--- src/rtl/temp_reg_pkg.sv ---
// Shared command encodings for the temp register bank.
package temp_reg_pkg;

    localparam int OP_W = 3;

    localparam logic [OP_W-1:0] OP_NOP   = 3'd0;
    localparam logic [OP_W-1:0] OP_LOAD  = 3'd1;
    localparam logic [OP_W-1:0] OP_INC   = 3'd2;
    localparam logic [OP_W-1:0] OP_DEC   = 3'd3;
    localparam logic [OP_W-1:0] OP_ADD   = 3'd4;
    localparam logic [OP_W-1:0] OP_CLEAR = 3'd5;

endpackage

--- src/rtl/temp_reg_channel.sv ---
// One signed up/down register with registered sign/zero flags, sticky
// overflow and a one-cycle pulse when arithmetic brings a nonzero value to 0.
module temp_reg_channel
    import temp_reg_pkg::*;
#(
    parameter int WIDTH = 8
) (
    input  logic                    clk,
    input  logic                    reset,
    input  logic                    en,
    input  logic [OP_W-1:0]         op,
    input  logic signed [WIDTH-1:0] data,
    input  logic                    saturate,
    output logic [WIDTH-1:0]        value,
    output logic                    negative,
    output logic                    positive,
    output logic                    zero,
    output logic                    overflow,
    output logic                    zero_hit
);

    localparam logic [WIDTH-1:0] VAL_MAX = {1'b0, {(WIDTH-1){1'b1}}};
    localparam logic [WIDTH-1:0] VAL_MIN = {1'b1, {(WIDTH-1){1'b0}}};

    logic [WIDTH-1:0] value_q, value_d;
    logic             negative_q, negative_d;
    logic             positive_q, positive_d;
    logic             zero_q, zero_d;
    logic             overflow_q, overflow_d;
    logic             zero_hit_q, zero_hit_d;

    logic [WIDTH:0]   operand;
    logic [WIDTH:0]   sum;
    logic             sum_in_range;
    logic             is_arith;

    // Next value, overflow and event; flags derive from the next value so
    // they never lag the stored register.
    always_comb begin
        operand      = '0;
        is_arith     = 1'b0;
        value_d      = value_q;
        overflow_d   = overflow_q;
        zero_hit_d   = 1'b0;

        case (op)
            OP_INC: begin
                operand  = {{WIDTH{1'b0}}, 1'b1};
                is_arith = 1'b1;
            end
            OP_DEC: begin
                operand  = '1;
                is_arith = 1'b1;
            end
            OP_ADD: begin
                operand  = {data[WIDTH-1], data};
                is_arith = 1'b1;
            end
            default: begin
                operand  = '0;
                is_arith = 1'b0;
            end
        endcase

        // Exact sum at WIDTH+1 bits; it fits in WIDTH bits when the top two bits agree.
        sum          = {value_q[WIDTH-1], value_q} + operand;
        sum_in_range = (sum[WIDTH] == sum[WIDTH-1]);

        if (en) begin
            if (op == OP_LOAD) begin
                value_d    = data;
                overflow_d = 1'b0;
            end else if (op == OP_CLEAR) begin
                value_d    = '0;
                overflow_d = 1'b0;
            end else if (is_arith) begin
                if (sum_in_range) begin
                    value_d = sum[WIDTH-1:0];
                end else begin
                    overflow_d = 1'b1;
                    if (saturate) begin
                        value_d = sum[WIDTH] ? VAL_MIN : VAL_MAX;
                    end else begin
                        value_d = sum[WIDTH-1:0];
                    end
                end
                // Saturation never yields 0, so only a true arithmetic landing counts.
                zero_hit_d = (value_q != '0) && (value_d == '0);
            end
        end

        negative_d = value_d[WIDTH-1];
        zero_d     = (value_d == '0);
        positive_d = !negative_d && !zero_d;
    end

    // State and flag registers with synchronous reset.
    always_ff @(posedge clk) begin
        if (reset) begin
            value_q    <= '0;
            negative_q <= 1'b0;
            positive_q <= 1'b0;
            zero_q     <= 1'b1;
            overflow_q <= 1'b0;
            zero_hit_q <= 1'b0;
        end else begin
            value_q    <= value_d;
            negative_q <= negative_d;
            positive_q <= positive_d;
            zero_q     <= zero_d;
            overflow_q <= overflow_d;
            zero_hit_q <= zero_hit_d;
        end
    end

    assign value    = value_q;
    assign negative = negative_q;
    assign positive = positive_q;
    assign zero     = zero_q;
    assign overflow = overflow_q;
    assign zero_hit = zero_hit_q;

endmodule

--- src/rtl/temp_register_bank.sv ---
// Bank of independent signed registers: one command per cycle to the channel
// chosen by sel, plus a registered read port returning the pre-update value.
module temp_register_bank
    import temp_reg_pkg::*;
#(
    parameter int  WIDTH    = 8,
    parameter int  CHANNELS = 4,
    localparam int SEL_W    = (CHANNELS > 1) ? $clog2(CHANNELS) : 1
) (
    input  logic                    clk,
    input  logic                    reset,
    input  logic [OP_W-1:0]         op,
    input  logic [SEL_W-1:0]        sel,
    input  logic signed [WIDTH-1:0] data,
    input  logic                    saturate,
    input  logic [SEL_W-1:0]        rd_sel,
    output logic [WIDTH-1:0]        rd_data,
    output logic [CHANNELS-1:0]     negative,
    output logic [CHANNELS-1:0]     positive,
    output logic [CHANNELS-1:0]     zero,
    output logic [CHANNELS-1:0]     overflow,
    output logic [CHANNELS-1:0]     zero_hit
);

    logic [WIDTH-1:0] chan_value [CHANNELS];
    logic [WIDTH-1:0] rd_data_q, rd_data_d;

    // One channel per index; a sel beyond the last channel enables none of them.
    generate
        for (genvar gi = 0; gi < CHANNELS; gi++) begin : g_chan
            logic en;
            assign en = (sel == SEL_W'(gi));

            temp_reg_channel #(
                .WIDTH (WIDTH)
            ) u_chan (
                .clk      (clk),
                .reset    (reset),
                .en       (en),
                .op       (op),
                .data     (data),
                .saturate (saturate),
                .value    (chan_value[gi]),
                .negative (negative[gi]),
                .positive (positive[gi]),
                .zero     (zero[gi]),
                .overflow (overflow[gi]),
                .zero_hit (zero_hit[gi])
            );
        end
    endgenerate

    // Read mux; an out-of-range rd_sel reads as 0.
    always_comb begin
        rd_data_d = '0;
        for (int i = 0; i < CHANNELS; i++) begin
            if (rd_sel == SEL_W'(i)) begin
                rd_data_d = chan_value[i];
            end
        end
    end

    // Read register samples stored values, so same-cycle writes show next cycle.
    always_ff @(posedge clk) begin
        if (reset) begin
            rd_data_q <= '0;
        end else begin
            rd_data_q <= rd_data_d;
        end
    end

    assign rd_data = rd_data_q;

endmodule

--- config.mk ---
export PLATFORM = sky130hd
export DESIGN_NAME = temp_register_bank
export DESIGN_NICKNAME = d
export VERILOG_FILES = /design/src/rtl/temp_reg_pkg.sv /design/src/rtl/temp_reg_channel.sv /design/src/rtl/temp_register_bank.sv
export SDC_FILE = /design/constraint.sdc
export NUM_CORES = 1
export LEC_CHECK = 0
export BUFFER_PORTS_ARGS = -buffer_cell sky130_fd_sc_hd__buf_2
export CAP_MARGIN = 20
export CORE_MARGIN = 5
export CORE_UTILIZATION = 30
export DETAILED_ROUTE_END_ITERATION = 10
export SYNTH_ARGS = -nofsm -noshare
export SYNTH_HDL_FRONTEND = slang
export SYNTH_HIERARCHICAL = 1
export SYNTH_SLANG_ARGS = --single-unit
export TNS_END_PERCENT = 1
--- constraint.sdc ---
create_clock -name clk -period 4.6 [get_ports clk]
set_input_delay 0.46 -clock clk [delete_from_list [all_inputs] [get_ports clk]]
set_output_delay 0.46 -clock clk [all_outputs]
set_load 0.02 [all_outputs]
==> reports/qor.txt, run 1 <==
Worst-margin pin slew = 858 ps
# DRC = 0
Final setup fails = 0
First-pass GRT wire length = 31700 um
Synthesis-stage register bit count = 56
Synth top cells by count = dfxtp_1 (56), nor2_1 (47), a21oi_1 (44)
Clk_skew = 7.16 ps
Fin. max-slew vios = 0
Area share of the largest cell type after synthesis = 17.9%
Peak VDD IR = 0.186 mV
Cell area after synthesis = 6270 um2
Die Footprint = 23900 um2
Outcome = completed
Most common flop cell mapped by yosys = dfxtp_1
DRT iter0 DRCs = 563
Post-CTS setup buffer count = 0
Syn-to-layout area delta = 8.46%
Initial Util = 30.7%
Vias in the first global route = 5848
Antenna Nets Post-Route = 0
CTS tree = done
GRT overflow = 0
Later-pin clock latency in the skew report = 310 ps
Fraction of layout cells with a size suffix above 1 = 16.0%
Req. time, crit path = 4810 ps
CP max FO = 30
Drt total wl = 19900 um
Routed vias = 6236
GRT Total Usage = 16.3%
Worst path arrival time = 4040 ps
First-pass DRT Iterations = 5
Post-CTS Resized = 0
Slew Limit Headroom = 42.8%
CTS Buf Count = 5
Yosys warns = 6
EDFF count, synth = 0
Most common cell in the netlist = dfxtp_1
Syn Area/Cell = 7.99 um2
Num rows = 52
Fmax achieved = 261 MHz
Crit Path Category = in -> reg
CTS sink count = 56
Port Buf Inserts = 45
Final period utilization = 83.4%
Worst Hold Class = reg -> reg
Power Density = 263 nW/um2
Ant. Diodes = 0
Placed insts = 1062
Unrepaired setup endpoints after global routing = no
DP HPWL = 14700 um
DR vias/cell = 5.83
CTS Root Cell = clkbuf_16
Synth Instances = 785
Core area = 20400 um2
Unique masters post-synth = 94
Final GP Congestion = 0.903
Startpoint type of the worst setup path = input port
Die Ht = 155 um
Clk pin slew, worst setup/hold paths = 70 ps
CTS Buffer Depth = 2
Post-synth top area cell = dfxtp_1
Hold slack = 519 ps
Ys async rst share = 0%
Leakage = 0.00289 uW
Final nets = 853
Register area share after synthesis = 17.9%
Initial antenna violation count = 1
Final min period = 3840 ps
Routed len/inst = 18.6 um
Final cell count without fillers = 1070
Post-Syn Nets = 839
Critical path endpoint category = flop
Synth top area cells = dfxtp_1 (18%), ha_1 (6.4%), a21o_1 (5.1%)
Pre-CTS setup slack = 543 ps
CTS hold repair buffers = 0
Fin. Hold Viols = 0
Setup ws final = 765 ps
Die Width = 155 um
Total power = 1780 uW
I/O pins = 46
Number of H-tree levels = 2
Max Cap Viol = 0
Largest net degree at the start of global routing = 41
# fillers = 2178
Setup total negative slack = 0 ps
==> per-stage QoR <==
stage / utilization (%) / area, um2
floorplan: - / 6270
global placement: 32.2 / 6580
detailed placement: 32.2 / 6580
CTS: 33.3 / 6800
global route: 33.3 / 6800
finish: 33.3 / 6800
==> cell families after synthesis <==
family          count (synthesis)  share of synthesized area (%)
compound gates                296                           35.3
flops                          56                           17.9
mux                            17                           2.71
xor+xnor                       17                           2.38
buf+inv                        74                           6.65
simple gates                  289                           27.4
fa+ha+maj                      36                           7.66
==> critical path, cell delays in order <==
cell and delay, ps:
buf_2 420, nor2b_1 170, and2_1 270, a21o_1 180, ha_1 460, nand3_2 170
or3_1 410, a211oi_2 490, buf_4 240, o211ai_1 80, nor3b_2 190, nand3_1 80
and4bb_1 220, a31o_1 200
==> cell usage in the layout (no fill, tap or decap), types with 30 or more instances in the layout <==
cell type	netlist	layout
nor3_1	30	30
a21o_1	43	43
nor2b_1	34	34
nand2_1	39	39
buf_2	5	45
dfxtp_1	56	56
ha_1	32	32
a21oi_1	44	44
nor2_1	47	47
==> state kept, by name, summed over array words and instances, names as in the netlist <==
name	flops
g_chan.u_chan/value	32
g_chan.u_chan/overflow	4
g_chan.u_chan/positive	4
g_chan.u_chan/zero	4
g_chan.u_chan/zero_hit	4
rd_data	8
==> layer usage <==
metal  GRT usage (%)  vias up  share of wire (%)
met5               0        -              0.060
met4            4.37        2                1.7
met3            3.16       33                6.1
met2            26.1      207                 45
met1            22.4     2968                 47
li1                -     3026                  -
==> path summary, 6_finish.rpt <==
kind                                                 from                   endpoint  slack (ps)  cells after the start
worst max-delay path                                op[2]      g_chan[2].u_chan/zero         760                     14
worst min-delay path            g_chan[0].u_chan/overflow  g_chan[0].u_chan/overflow         520                      2
worst max register to register  g_chan[2].u_chan/value[6]  g_chan[2].u_chan/positive        1510                      9
worst min register to register  g_chan[0].u_chan/overflow  g_chan[0].u_chan/overflow         520                      2
==> final cells by class <==
class                           count  area, um2  share of cell area, %
Multi-Input combinational cell    655       4730                   69.6
Sequential cell                    56       1120                   16.5
Tap cell                          270        338                   4.97
Timing Repair Buffer               54        293                   4.31
Clock buffer                        5        125                   1.84
Inverter                           27        101                   1.49
Clock inverter                      3       90.1                   1.32
==> power by group <==
part           total [uW]  switching, uW  internal, uW
clock network         563            195           367
logic                 655            393           263
registers             567           48.0           519
Power figures use the tool's default switching activity.
==> run 2: changes to the inputs <==
clock period = 3.9 ns   (was 4.6 ns; I/O delays follow)
==> reports/qor.txt, run 2 (same netlist as run 1, synthesis figures left out) <==
Outcome = completed
Final nets = 870
Slew Limit Headroom = 42.0%
I/O pins = 46
Setup total negative slack = 0 ps
Most frequent cells in the layout = dfxtp_1 (56), nor2_1 (47), buf_2 (45)
Die Ht = 155 um
Initial antenna violation count = 1
Fmax achieved = 282 MHz
DR vias/cell = 5.73
Clk_skew = 9.85 ps
DP HPWL = 14700 um
Power Density = 285 nW/um2
Later-pin clock latency in the skew report = 320 ps
Max Cap Viol = 0
Worst Hold Class = reg -> reg
Final setup fails = 0
CP max FO = 17
Core area = 20400 um2
Leakage = 0.00294 uW
Final min period = 3540 ps
Crit Path Category = in -> reg
Port Buf Inserts = 45
CTS Root Cell = clkbuf_16
GRT Total Usage = 16.0%
Peak VDD IR = 0.175 mV
Fraction of layout cells with a size suffix above 1 = 17.7%
Fin. max-slew vios = 0
GRT overflow = 0
Die Footprint = 23900 um2
Commonest non-fill, non-tap cell in the layout = dfxtp_1
CTS hold repair buffers = 0
Startpoint type of the worst setup path = input port
Initial Util = 30.7%
CTS Buffer Depth = 2
Largest net degree at the start of global routing = 41
Worst-margin pin slew = 869 ps
Die Width = 155 um
Number of H-tree levels = 2
Req. time, crit path = 4060 ps
Antenna Nets Post-Route = 0
Fin. Hold Viols = 0
Final GP Congestion = 0.904
# fillers = 2188
Routed len/inst = 18.3 um
CTS sink count = 56
Final period utilization = 90.8%
CTS Buf Count = 5
Post-CTS setup buffer count = 0
Utilization after layout = 33.6%
# DRC = 0
Ant. Diodes = 0
Unrepaired setup endpoints after global routing = no
Critical path endpoint category = flop
Num rows = 52
Max reg flops = 32
CTS tree = done
Routed vias = 6232
First-pass DRT Iterations = 5
DRT iter0 DRCs = 406
Drt total wl = 19900 um
Vias in the first global route = 5826
Post-CTS Resized = 0
First-pass GRT wire length = 31200 um
Worst path arrival time = 3710 ps
Clk pin slew, worst setup/hold paths = 70 ps
Syn-to-layout area delta = 9.46%
-- run 2: cell types whose count changed in the layout (fill, tap and decap cells not counted) --
cell,previous run,this run
buf_4,9,26
inv_6,0,2
clkinvlp_4,0,1
bufinv_16,3,0
-- run 2: cell type report --
| class | count | area (um2) | area share (%) |
|---|---|---|---|
| multi-input cells | 655 | 4730 | 68.9 |
| well taps | 270 | 338 | 4.92 |
| repair buffers | 71 | 420 | 6.13 |
| flip-flops and latches | 56 | 1120 | 16.3 |
| inverters | 27 | 101 | 1.48 |
| clock inverters | 3 | 25.0 | 0.365 |
| clock buffers | 5 | 125 | 1.82 |
-- run 2: stage by stage --
step	cell area, um2	instances	setup WS (ps)	hold slack [ps]	total power [uW]
6_report	6860	1087	357	517	1950
5_1_grt	6860	1087	69.0	540	2070
4_1_cts	6860	1087	441	496	1960
3_5_place_dp	6710	1079	98.8	504	1460
3_3_place_gp	6710	1079	209	496	1450
2_1_floorplan	6270	785	507	548	1260
-- run 2: report_power, final --
| part | switching (uW) | internal [uW] | total (uW) |
|---|---|---|---|
| sequential | 57.1 | 612 | 669 |
| combinational | 461 | 325 | 786 |
| clock | 254 | 244 | 499 |
-- run 2: routing by layer --
layer	part of all wire [%]	GRT usage, %	up-vias	wire length, um
li1	-	-	3058	-
met1	46	22.1	2942	9130
met2	45	25.7	204	9010
met3	7.1	2.93	26	1420
met4	1.6	4.04	2	323
met5	0.065	0	-	13
-- run 2: path summary, 6_finish.rpt --
| kind | startpoint | slack, ps | cells past startpoint | end |
|---|---|---|---|---|
| hold / removal | g_chan[3].u_chan/overflow | 520 | 2 | g_chan[3].u_chan/overflow |
| setup reg to reg | g_chan[3].u_chan/value[0] | 830 | 10 | g_chan[3].u_chan/positive |
| hold reg to reg | g_chan[3].u_chan/overflow | 520 | 2 | g_chan[3].u_chan/overflow |
| setup / recovery | op[2] | 360 | 13 | g_chan[3].u_chan/positive |
-- run 2: critical path, stage by stage --
cell and delay (ps):
buf_2 320, nor3b_2 510, a21o_1 200, ha_1 210, fa_1 260, a211oi_1 110
nor3_1 430, o21ai_4 150, and2_1 190, o31ai_1 460, o2111ai_1 150, nor3_1 230
nor3_1 80
==> run 3: changes to the inputs <==
SYNTH_HIERARCHICAL = not set   (was 1)
==> reports/qor.txt, run 3 <==
Outcome = completed
Clk pin slew, worst setup/hold paths = 70 ps
End point of the worst hold path = g_chan[1].u_chan.value[6]
Synth top cells by count = nor2_1 (60), dfxtp_1 (56), o21ai_0 (49)
Worst Hold Class = in -> reg
First-pass DRT Iterations = 6
Leakage = 0.00252 uW
Num rows = 50
Core area = 18600 um2
Die Width = 147 um
Final setup fails = 0
Crit Path Category = in -> reg
Vias in the first global route = 5478
CTS sink count = 56
Later-pin clock latency in the skew report = 310 ps
Ys async rst share = 0%
Hold path start = reset
CP max FO = 8
I/O pins = 46
DP HPWL = 15300 um
Largest net degree at the start of global routing = 31
CTS Root Cell = clkbuf_16
Ant. Diodes = 0
Most common flop cell mapped by yosys = dfxtp_1
Synth top area cells = dfxtp_1 (20%), ha_1 (7.1%), o21ai_0 (4.4%)
Max reg flops = 29
Area share of the largest cell type after synthesis = 20.0%
Post-CTS setup buffer count = 0
Antenna Nets Post-Route = 0
Worst R2R End = g_chan[1].u_chan.positive
First-pass GRT wire length = 31100 um
Die Ht = 147 um
CP Cell Sequence = buf_2 -> nand2b_1 -> nor2_1 -> a21o_1 -> ha_1 -> o21ai_0 -> o21bai_1 -> a2111oi_2 -> o21ba_2 -> or2_1 -> o21ai_0 -> nand3b_1 -> o311a_1
DRT iter0 DRCs = 608
Number of H-tree levels = 2
DR vias/cell = 6.14
Final min period = 3580 ps
Drt total wl = 20000 um
Post-CTS Resized = 0
Yosys warns = 0
Post-Syn Nets = 760
Fin. max-slew vios = 0
Clk_skew = 4.10 ps
Setup total negative slack = 0 ps
Startpoint type of the worst setup path = input port
Req. time, crit path = 4090 ps
FF-to-FF path depth = 10
GRT Total Usage = 18.0%
Peak VDD IR = 0.158 mV
Register area share after synthesis = 20.0%
Slew Limit Headroom = 45.2%
Power Density = 294 nW/um2
Synthesis-stage register bit count = 56
Fraction of layout cells with a size suffix above 1 = 16.4%
Setup ws final = 324 ps
Critical path endpoint category = flop
R2R Path Start = g_chan[1].u_chan.value[0]
Unrepaired setup endpoints after global routing = no
# fillers = 1922
Die Footprint = 21600 um2
CP max stage delay = 460 ps
CTS Buf Count = 5
Fin. Hold Viols = 0
GRT overflow = 0
CP dominant cell by count = o21ai_0
Synth Instances = 706
Hold path depth = 2
CTS hold repair buffers = 0
Syn Area/Cell = 7.96 um2
CTS tree = done
Cell area after synthesis = 5620 um2
Crit. Startpoint = op[2]
Reg-to-reg setup timing slack = 650 ps
CTS Buffer Depth = 2
Initial antenna violation count = 1
Fmax achieved = 280 MHz
Final GP Congestion = 0.969
Syn-to-layout area delta = 10.7%
Most common cell in the netlist = nor2_1
Slowest-stage cell, CP = a2111oi_2
# DRC = 0
Routed len/inst = 20.7 um
EDFF count, synth = 0
Worst-margin pin slew = 823 ps
Most frequent cells in the layout = nor2_1 (60), dfxtp_1 (56), o21ai_0 (49)
Final nets = 786
Pre-CTS setup slack = 141 ps
Port Buf Inserts = 45
Routed vias = 5940
Post-synth top area cell = dfxtp_1
Commonest non-fill, non-tap cell in the layout = nor2_1
Initial Util = 30.2%
Final period utilization = 91.7%
Unique masters post-synth = 83
Max Cap Viol = 0
Worst path arrival time = 3770 ps
-- run 3: cell count changes in the layout (fill, tap and decap cells not counted), moves of 7 or more --
cell	change
nor2b_1	-28
a21o_1	-26
o21ai_0	+21
o22ai_1	-21
nor3_1	-16
o22a_1	-15
nor2_1	+13
mux2i_1	-11
a211oi_1	+9
o2bb2ai_1	+9
xnor2_1	+9
mux4_2	+8
nand3b_1	-7
nor4_1	+7
-- run 3: logic make-up (layout without fill, tap and decap cells) --
family / Yosys count / after routing / synth area share (%)
buffers and inverters: 82 / 109 / 7.22
AOI/OAI and AO/OA: 268 / 268 / 34.6
and+or+nand+nor: 225 / 225 / 21.4
xor gates and xnor gates: 25 / 25 / 4.03
DFF: 56 / 56 / 20.0
adders and majority gates: 36 / 36 / 8.55
muxes: 14 / 14 / 4.28
-- run 3: layer usage --
metal,share of wire (%),global-route usage (%),vias to the layer above
met5,0.10,0,-
met4,3.3,6.49,2
met3,8.9,3.21,52
met2,46,29.2,330
met1,42,23.8,2786
li1,-,-,2770
-- run 3: worst max-delay path by stage --
stage | slack, ps | end
detailed placement | 140 | g_chan[0].u_chan.positive
global route | 100 | g_chan[2].u_chan.positive
global placement | 140 | g_chan[0].u_chan.positive
CTS | 430 | g_chan[1].u_chan.positive
floorplan | 30 | g_chan[2].u_chan.zero
finish | 320 | g_chan[1].u_chan.positive
-- run 3: cell type report --
class	instances	area [um2]	area share, %
clock buffers	6	129	2.07
clock inverters	2	35.0	0.563
inverters	25	93.8	1.51
multi-input cells	568	4090	65.8
flip-flops and latches	56	1120	18.0
well taps	234	293	4.71
repair buffers	76	458	7.36
-- run 3: per-stage QoR --
stage          power [uW]  util [%]  area (um2)  instances  hold slack, ps
6_report             1830      33.5        6220        967             497
5_1_grt              1910      33.5        6220        967             514
4_1_cts              1820      33.5        6220        967             494
3_5_place_dp         1300      32.6        6060        959             529
3_3_place_gp         1300      32.6        6060        959             525
2_1_floorplan        1120         -        5620        706             495
-- run 3: critical path: cells and delay by family --
kind	cells	cell delay [ps]
fa+ha+maj	1	340
simple gates	4	1070
buf+inv	1	140
compound gates	7	1810
-- run 3: power breakdown --
part	switching (uW)	internal (uW)	leakage, uW	total (uW)
Clock	221	303	0.0000808	524
Sequential	47.7	609	0.000458	656
Combinational	403	243	0.00198	646
Total	672	1150	0.00252	1830
